### src/rtl/serial_mag_cmp_pkg.sv
// Shared constants, FSM state type and sizing helpers for the serial
// magnitude comparator.
package serial_mag_cmp_pkg;

   localparam int NIB_W = 4;

   typedef enum logic [1:0] {
      IDLE = 2'd0,
      SCAN = 2'd1,
      DONE = 2'd2
   } state_t;

   function automatic int nibs(input int width);
      return width / NIB_W;
   endfunction

   // Index counter width; a single-nibble operand still gets one bit.
   function automatic int idx_w(input int width);
      return (nibs(width) > 1) ? $clog2(nibs(width)) : 1;
   endfunction

endpackage

### src/rtl/serial_mag_cmp_nibble_cmp.sv
// Combinational 4-bit unsigned compare; exactly one of g/e/l is high.
import serial_mag_cmp_pkg::*;

module nibble_cmp (
   input  logic [NIB_W-1:0] a,
   input  logic [NIB_W-1:0] b,
   output logic             g,
   output logic             e,
   output logic             l
);

   assign g = (a > b);
   assign e = (a == b);
   assign l = (a < b);

endmodule

### src/rtl/serial_mag_cmp.sv
// Multi-cycle unsigned magnitude comparator: scans one nibble per cycle,
// MSB first, through a single nibble comparator, with in/out handshakes.
import serial_mag_cmp_pkg::*;

module serial_mag_cmp #(
   parameter int WIDTH      = 16,
   parameter bit EARLY_EXIT = 1'b1
) (
   input  logic             clk,
   input  logic             rst,
   input  logic             in_valid,
   output logic             in_ready,
   input  logic [WIDTH-1:0] a,
   input  logic [WIDTH-1:0] b,
   output logic             out_valid,
   input  logic             out_ready,
   output logic             gt,
   output logic             eq,
   output logic             lt
);

   localparam int NIB   = nibs(WIDTH);
   localparam int IDX_W = idx_w(WIDTH);

   generate
      if ((WIDTH % NIB_W != 0) || (WIDTH < NIB_W)) begin : g_bad_width
         $fatal(1, "serial_mag_cmp: WIDTH must be a multiple of 4 and >= 4");
      end
   endgenerate

   state_t             state, state_nxt;
   logic [WIDTH-1:0]   sa, sb;
   logic [IDX_W-1:0]   idx;
   logic               sticky_gt, sticky_lt;
   logic               gt_r, eq_r, lt_r;
   logic               n_g, n_e, n_l;
   logic               decide;
   logic               res_gt, res_lt;

   nibble_cmp u_nibble_cmp (
      .a (sa[WIDTH-1 -: NIB_W]),
      .b (sb[WIDTH-1 -: NIB_W]),
      .g (n_g),
      .e (n_e),
      .l (n_l)
   );

   assign decide = (EARLY_EXIT && !n_e) || (idx == '0);

   // An earlier captured difference outranks the current nibble; in early-exit
   // mode the sticky bits are never set before the deciding nibble.
   assign res_gt = (sticky_gt || sticky_lt) ? sticky_gt : n_g;
   assign res_lt = (sticky_gt || sticky_lt) ? sticky_lt : n_l;

   assign in_ready  = (state == IDLE);
   assign out_valid = (state == DONE);
   assign gt        = gt_r;
   assign eq        = eq_r;
   assign lt        = lt_r;

   always_ff @(posedge clk or posedge rst) begin
      if (rst) state <= IDLE;
      else     state <= state_nxt;
   end

   always_comb begin
      state_nxt = state;
      case (state)
         IDLE:    if (in_valid)       state_nxt = SCAN;
         SCAN:    if (decide)         state_nxt = DONE;
         DONE:    if (out_ready)      state_nxt = IDLE;
         default:                     state_nxt = IDLE;
      endcase
   end

   always_ff @(posedge clk or posedge rst) begin
      if (rst) begin
         sa        <= '0;
         sb        <= '0;
         idx       <= '0;
         sticky_gt <= 1'b0;
         sticky_lt <= 1'b0;
         gt_r      <= 1'b0;
         eq_r      <= 1'b0;
         lt_r      <= 1'b0;
      end else begin
         case (state)
            IDLE: begin
               if (in_valid) begin
                  sa        <= a;
                  sb        <= b;
                  idx       <= IDX_W'(NIB - 1);
                  sticky_gt <= 1'b0;
                  sticky_lt <= 1'b0;
               end
            end
            SCAN: begin
               if (decide) begin
                  gt_r <= res_gt;
                  lt_r <= res_lt;
                  eq_r <= !res_gt && !res_lt;
               end else begin
                  sa  <= sa << NIB_W;
                  sb  <= sb << NIB_W;
                  idx <= idx - 1'b1;
                  if (!n_e && !sticky_gt && !sticky_lt) begin
                     sticky_gt <= n_g;
                     sticky_lt <= n_l;
                  end
               end
            end
            DONE: begin
               if (out_ready) begin
                  gt_r <= 1'b0;
                  eq_r <= 1'b0;
                  lt_r <= 1'b0;
               end
            end
            default: ;
         endcase
      end
   end

endmodule

### config.mk
export PLATFORM = sky130hd
export DESIGN_NAME = serial_mag_cmp
export DESIGN_NICKNAME = d
export VERILOG_FILES = /design/src/rtl/serial_mag_cmp_pkg.sv /design/src/rtl/serial_mag_cmp_nibble_cmp.sv /design/src/rtl/serial_mag_cmp.sv
export SDC_FILE = /design/constraint.sdc
export NUM_CORES = 1
export LEC_CHECK = 0
export ABC_AREA = 1
export CORE_MARGIN = 4
export CORE_UTILIZATION = 55
export CTS_BUF_LIST = sky130_fd_sc_hd__clkbuf_16
export CTS_CLUSTER_DIAMETER = 30
export DETAILED_ROUTE_END_ITERATION = 8
export GPL_TIMING_DRIVEN = 1
export PLACE_DENSITY_LB_ADDON = 0.1
export SETUP_SLACK_MARGIN = 0.5
export SLEW_MARGIN = 20
export SYNTH_ARGS = -nofsm -noshare
export SYNTH_HDL_FRONTEND = slang
export SYNTH_SLANG_ARGS = --single-unit
### constraint.sdc
create_clock -name clk -period 3.2 [get_ports clk]
set_input_delay 0.64 -clock clk [delete_from_list [all_inputs] [get_ports clk]]
set_output_delay 0.64 -clock clk [all_outputs]
set_load 0.02 [all_outputs]
Yosys cells after proc, flatten, opt, wreduce, memory -nomap -nowiden
Cells that the tools add are included.

cells by class
  add/subtract/negate cells = 1
  $mul = 0
  divide/modulo/power cells = 0
  $lt $le $gt $ge = 2
  equality and inequality tests = 8
  shift-type cells = 0
  mux-type cells = 29
  bitwise gates (word level) = 0
  reduce and logical (&&, ||, !) cells = 18

operator list
  operator                                           count
  two-way mux 16 bit                                 4
  case mux 16 bit (2 select lines)                   2
  two-way mux 1 bit                                  11
  two-way mux 2 bit                                  5
  case mux 1 bit (2 select lines)                    5
  AND reduction 3 bit                                3
  != test 2 bit (second input constant)              4
  case mux 2 bit (3 select lines)                    1
  zero test 1 bit                                    5
  == test 4 bit                                      1
  > comparator 4 bit                                 1
  zero test 2 bit                                    2
  less-than comparator 4 bit                         1
  case mux 2 bit (2 select lines)                    1
  AND reduction 4 bit                                1
  nonzero test 2 bit                                 2
  logical AND 1 bit                                  3
  == test 2 x 1 -> 1 bit (second input constant)     1
  == test 2 bit (second input constant)              1
  logical OR 1 bit                                   2
  != test 2 x 1 -> 1 bit (second input constant)     1
  subtractor 2 x 1 -> 2 bit (second input constant)  1

storage, ports and cells
  register bits = 41
  bits in latches = 0
  memory bits (writable) = 0
  memory bits (read-only) = 0
  bits of input ports = 36
  output and inout bits = 5
  logic and storage cells = 67
  memories kept = 0

Longest topological paths before layout
  depth in word-level cells = 7
  mapped depth = 10

Cells and area by module
Synthesis repeated with hierarchy kept, for this count alone.

second synthesis, totals
  cell total of the unflattened synthesis = 291
  area, all modules = 2164.6 sq um

by module, submodules not included
  module          times used  cells each  area each (sq um)  sequential area each (sq um)
  serial_mag_cmp  1           271         2049.5             1026.0
  nibble_cmp      1           20          115.1              0.0

Worst setup path before layout
Ideal clock, no wire load.

  path kind = register to register
  start = register sa[15]
  end = register sa[2]
  data arrival time = 1.421 ns
  data required time = 3.079 ns
  path slack = 1.658 ns
  cell stages (with the launch flop) = 9
  path buffers = 2
  clock period less this slack = 1.542 ns
  cell sequence = dfrtp_1 > ha_1 > nand2_1 > nor2_2 > nand3_4 > nand2_2 > buf_6 > buf_6 > o21ai_1

on the way
  word-level cells in the longest chain between the ends = 5

RTL lines
  item                                  line                             source
  from (decl)                           serial_mag_cmp.sv:32             logic [WIDTH-1:0] sa, sb;
  from (signal assigned)                serial_mag_cmp.sv:103            sa <= sa << NIB_W;
  == test 4 bit                         serial_mag_cmp_nibble_cmp.sv:13  assign e = (a == b);
  zero test 1 bit                       serial_mag_cmp.sv:48             assign decide = (EARLY_EXIT && !n_e) || (idx == '0);
  logical OR 1 bit                      serial_mag_cmp.sv:48
  != test 2 bit (no source line)        n/a
  AND reduction 3 bit (no source line)  n/a

No other way between the ends.
A chain may end at the register's enable or synchronous reset.

Worst setup path after layout
  start = register state[0]
  end = output in_ready

on the way
  word-level cells in the longest chain between the ends = 1

RTL lines
  item                    line                  source
  from (decl)             serial_mag_cmp.sv:31  state_t state, state_nxt;
  from (signal assigned)  serial_mag_cmp.sv:63  else state <= state_nxt;
  zero test 2 bit         serial_mag_cmp.sv:55  assign in_ready = (state == IDLE);
  to (decl)               serial_mag_cmp.sv:12  output logic in_ready,

No other way between the ends.

==> impl_metrics.env <==
export IMPL_status="completed"
export IMPL_cp_max_fo=4
export IMPL_synth_nets=298
export IMPL_fin_crit_ns=2.14
export IMPL_yosys_area_share_simple=0.211
export IMPL_wl_per_cell_um=12.1
export IMPL_ctsResizeCount=0
export IMPL_synth_top_family_by_area="simple AND/OR/NAND/NOR gates"
export IMPL_grt_pass1_wl_um=7220
export IMPL_die_area_um2=4960
export IMPL_cap_viol_max_count=0
export IMPL_r2r_end="sb[9]"
export IMPL_final_cell_mix="nand2_1, inv_1, dfrtp_1"
export IMPL_top_layer="met4"
export IMPL_core_area_um2=3720
export IMPL_wl_met1_um=1850
export IMPL_p_leak_nw=1.32
export IMPL_seqCellArea_um2=1030
export IMPL_ys_seq_elements=41
export IMPL_relSlewSlack=0.661
export IMPL_grt_pass1_vias=1625
export IMPL_ys_seq_area_frac=0.478
export IMPL_arrival_ns=1.50
export IMPL_place_hpwl_um=2820
export IMPL_grt_overflow_total=0
export IMPL_cts_setup_buffers=0
export IMPL_cp_endpoint="in_ready"
export IMPL_p_seq_frac=0.342
export IMPL_met3_length_um=145
export IMPL_crit_start="state[0]"
export IMPL_syn_cell_area_um2=2140
export IMPL_tns_ns=0
export IMPL_yosys_area_top_type="dfrtp_1"
export IMPL_final_fill_count=298
export IMPL_muxShareOfSynthArea=0
export IMPL_cts_hold_buf=0
export IMPL_p_sw_w=0.000984
export IMPL_ys_top_cells_by_area="dfrtp_1, nand2_1, inv_1, o21ai_2, o21ai_0"
export IMPL_yosys_area_share_adder=0.0292
export IMPL_area_delta_synth_final_pct=24.9
export IMPL_viasPerCell=4.88
export IMPL_clock_latency_ns=0.28
export IMPL_placed_area_um2=2540
export IMPL_h_tree_depth=2
export IMPL_worstPathRequired_ns=2.56
export IMPL_ir_worst_vdd_mv=0.413
export IMPL_clockBufferDepth=2
export IMPL_hold_violations=0
export IMPL_grtUsageTotal=0.184
export IMPL_cp_start_kind="flop"
export IMPL_port_buffers=40
export IMPL_switching_share=0.403
export IMPL_skew_ns=0.00549
export IMPL_io_pins=41
export IMPL_clk_pin_slew_ns=0.05
export IMPL_design_area_um2=2680
export IMPL_tritoncts="built"
export IMPL_nets=337
export IMPL_clkPwrFrac=0.189
export IMPL_endpoint_kind="output port"
export IMPL_dr_pass1_iters=4
export IMPL_drv_slew=0
export IMPL_crit_type="reg2out"
export IMPL_fin_cells=345
export IMPL_drt_first_iter_violations=60
export IMPL_fp_dieH_um=70.4
export IMPL_max_clock_freq_ghz=0.467
export IMPL_synth_xor_area_frac=0
export IMPL_tightest_slew_ns=0.509
export IMPL_drive_above_1_share=0.155
export IMPL_routed_wl_met2_um=2120
export IMPL_grt_start_max_net_pins=51
export IMPL_intPower_w=0.00146
export IMPL_gp_congestion=0.750
export IMPL_r2r_slack_ns=1.28
export IMPL_place_inst=337
export IMPL_cts_sinks=41
export IMPL_r2r_start="sb[15]"
export IMPL_die_w_um=70.4
export IMPL_multi_input_area_um2=862
export IMPL_drt_total_wl_um=4190
export IMPL_power_frac_comb=0.469
export IMPL_rsz0062_at_grt="no"
export IMPL_layout_commonest_cell="nand2_1"
export IMPL_setup_violations_final=0
export IMPL_antennaDiodeCount=0
export IMPL_antenna_found_initial=0
export IMPL_reg2reg_depth=9
export IMPL_cts_root_buf="clkbuf_16"
export IMPL_powerDensity_nw_per_um2=913
export IMPL_vias=1684
export IMPL_synth_compound_area_share=0.162
export IMPL_period_share=0.670
export IMPL_postSynthAreaPerCell_um2=8.34
export IMPL_drcViolationCount=0
export IMPL_netlist_area_leader_share=0.478
export IMPL_start_util=0.577
export IMPL_ant_nets=0
export IMPL_cts_buffers_inserted=5
export IMPL_syn_inst=257
export IMPL_ys_warn_count=0
export IMPL_ys_types=21
export IMPL_rows=22
export IMPL_hp_class="reg2reg"
export IMPL_utilization=0.721
## per-layer routing
metal,vias to the layer above,track usage
met5,-,0
met4,0,0.0638
met3,7,0.0374
met1,772,0.237
met2,31,0.305
li1,874,-
## through the flow
step	power (W)	setup slack, ns	hold slack, ns
after global placement	0.00193	1.17	0.494
after global routing	0.00266	0.995	0.524
final	0.00244	1.06	0.510
after detailed placement	0.00198	1.11	0.499
after floorplan	0.00175	1.61	0.476
after CTS	0.00247	1.04	0.514
## cell families after synthesis
family	count (synthesis)
buf+inv	53
simple gates	101
compound gates	57
flops	41
fa+ha+maj	5
## critical path, cell delays in order, from the launching register on
cell             delay (ns)
dfrtp_1                0.41
nor2_1                 0.18
clkdlybuf4s50_1        0.64
## layout make-up
| type | instances | share of cell area |
|---|---|---|
| clock buffers | 5 | 0.0467 |
| clock inverters | 3 | 0.00421 |
| inverters | 42 | 0.0589 |
| multi-input cells | 163 | 0.322 |
| flip-flops and latches | 41 | 0.383 |
| well taps | 48 | 0.0224 |
| repair buffers | 43 | 0.163 |
## power by group through the flow
stage               Clock, W  Sequential [W]  Combinational [W]
floorplan                  0        0.000841           0.000912
global placement           0        0.000830            0.00110
detailed placement         0        0.000842            0.00114
CTS                 0.000468        0.000836            0.00116
global route        0.000492        0.000856            0.00131
finish              0.000462        0.000836            0.00115
## worst min-delay path by stage
stage	end	start	slack, ns	cells after the start
after CTS	idx[0]	idx[0]	0.51	2
after floorplan	idx[0]	idx[0]	0.48	2
after global placement	gt	gt	0.49	2
final	sb[7]	sb[7]	0.51	2
after detailed placement	idx[0]	idx[0]	0.50	2
after global routing	sb[9]	sb[9]	0.52	2
## state kept, by name, indices dropped and copies added, names as in the netlist
name	flops
sticky_lt	1
sa	16
eq	1
idx	2
gt	1
sticky_gt	1
state	2
sb	16
lt	1
## synth_stat cells
master and count:
nor2_2 1, o31ai_1 1, o21ai_1 14, o21ai_0 25, nand2_2 18, inv_1 39
buf_8 2, dfrtp_1 41, clkbuf_1 3, ha_1 5, buf_12 1, nor2_1 6
a21oi_1 1, nand3_1 9, o21ai_2 16, buf_2 3, nand3_4 1, clkinv_1 1
inv_2 2, nand2_1 66, buf_6 2
(Power assumes the default switching activity.)
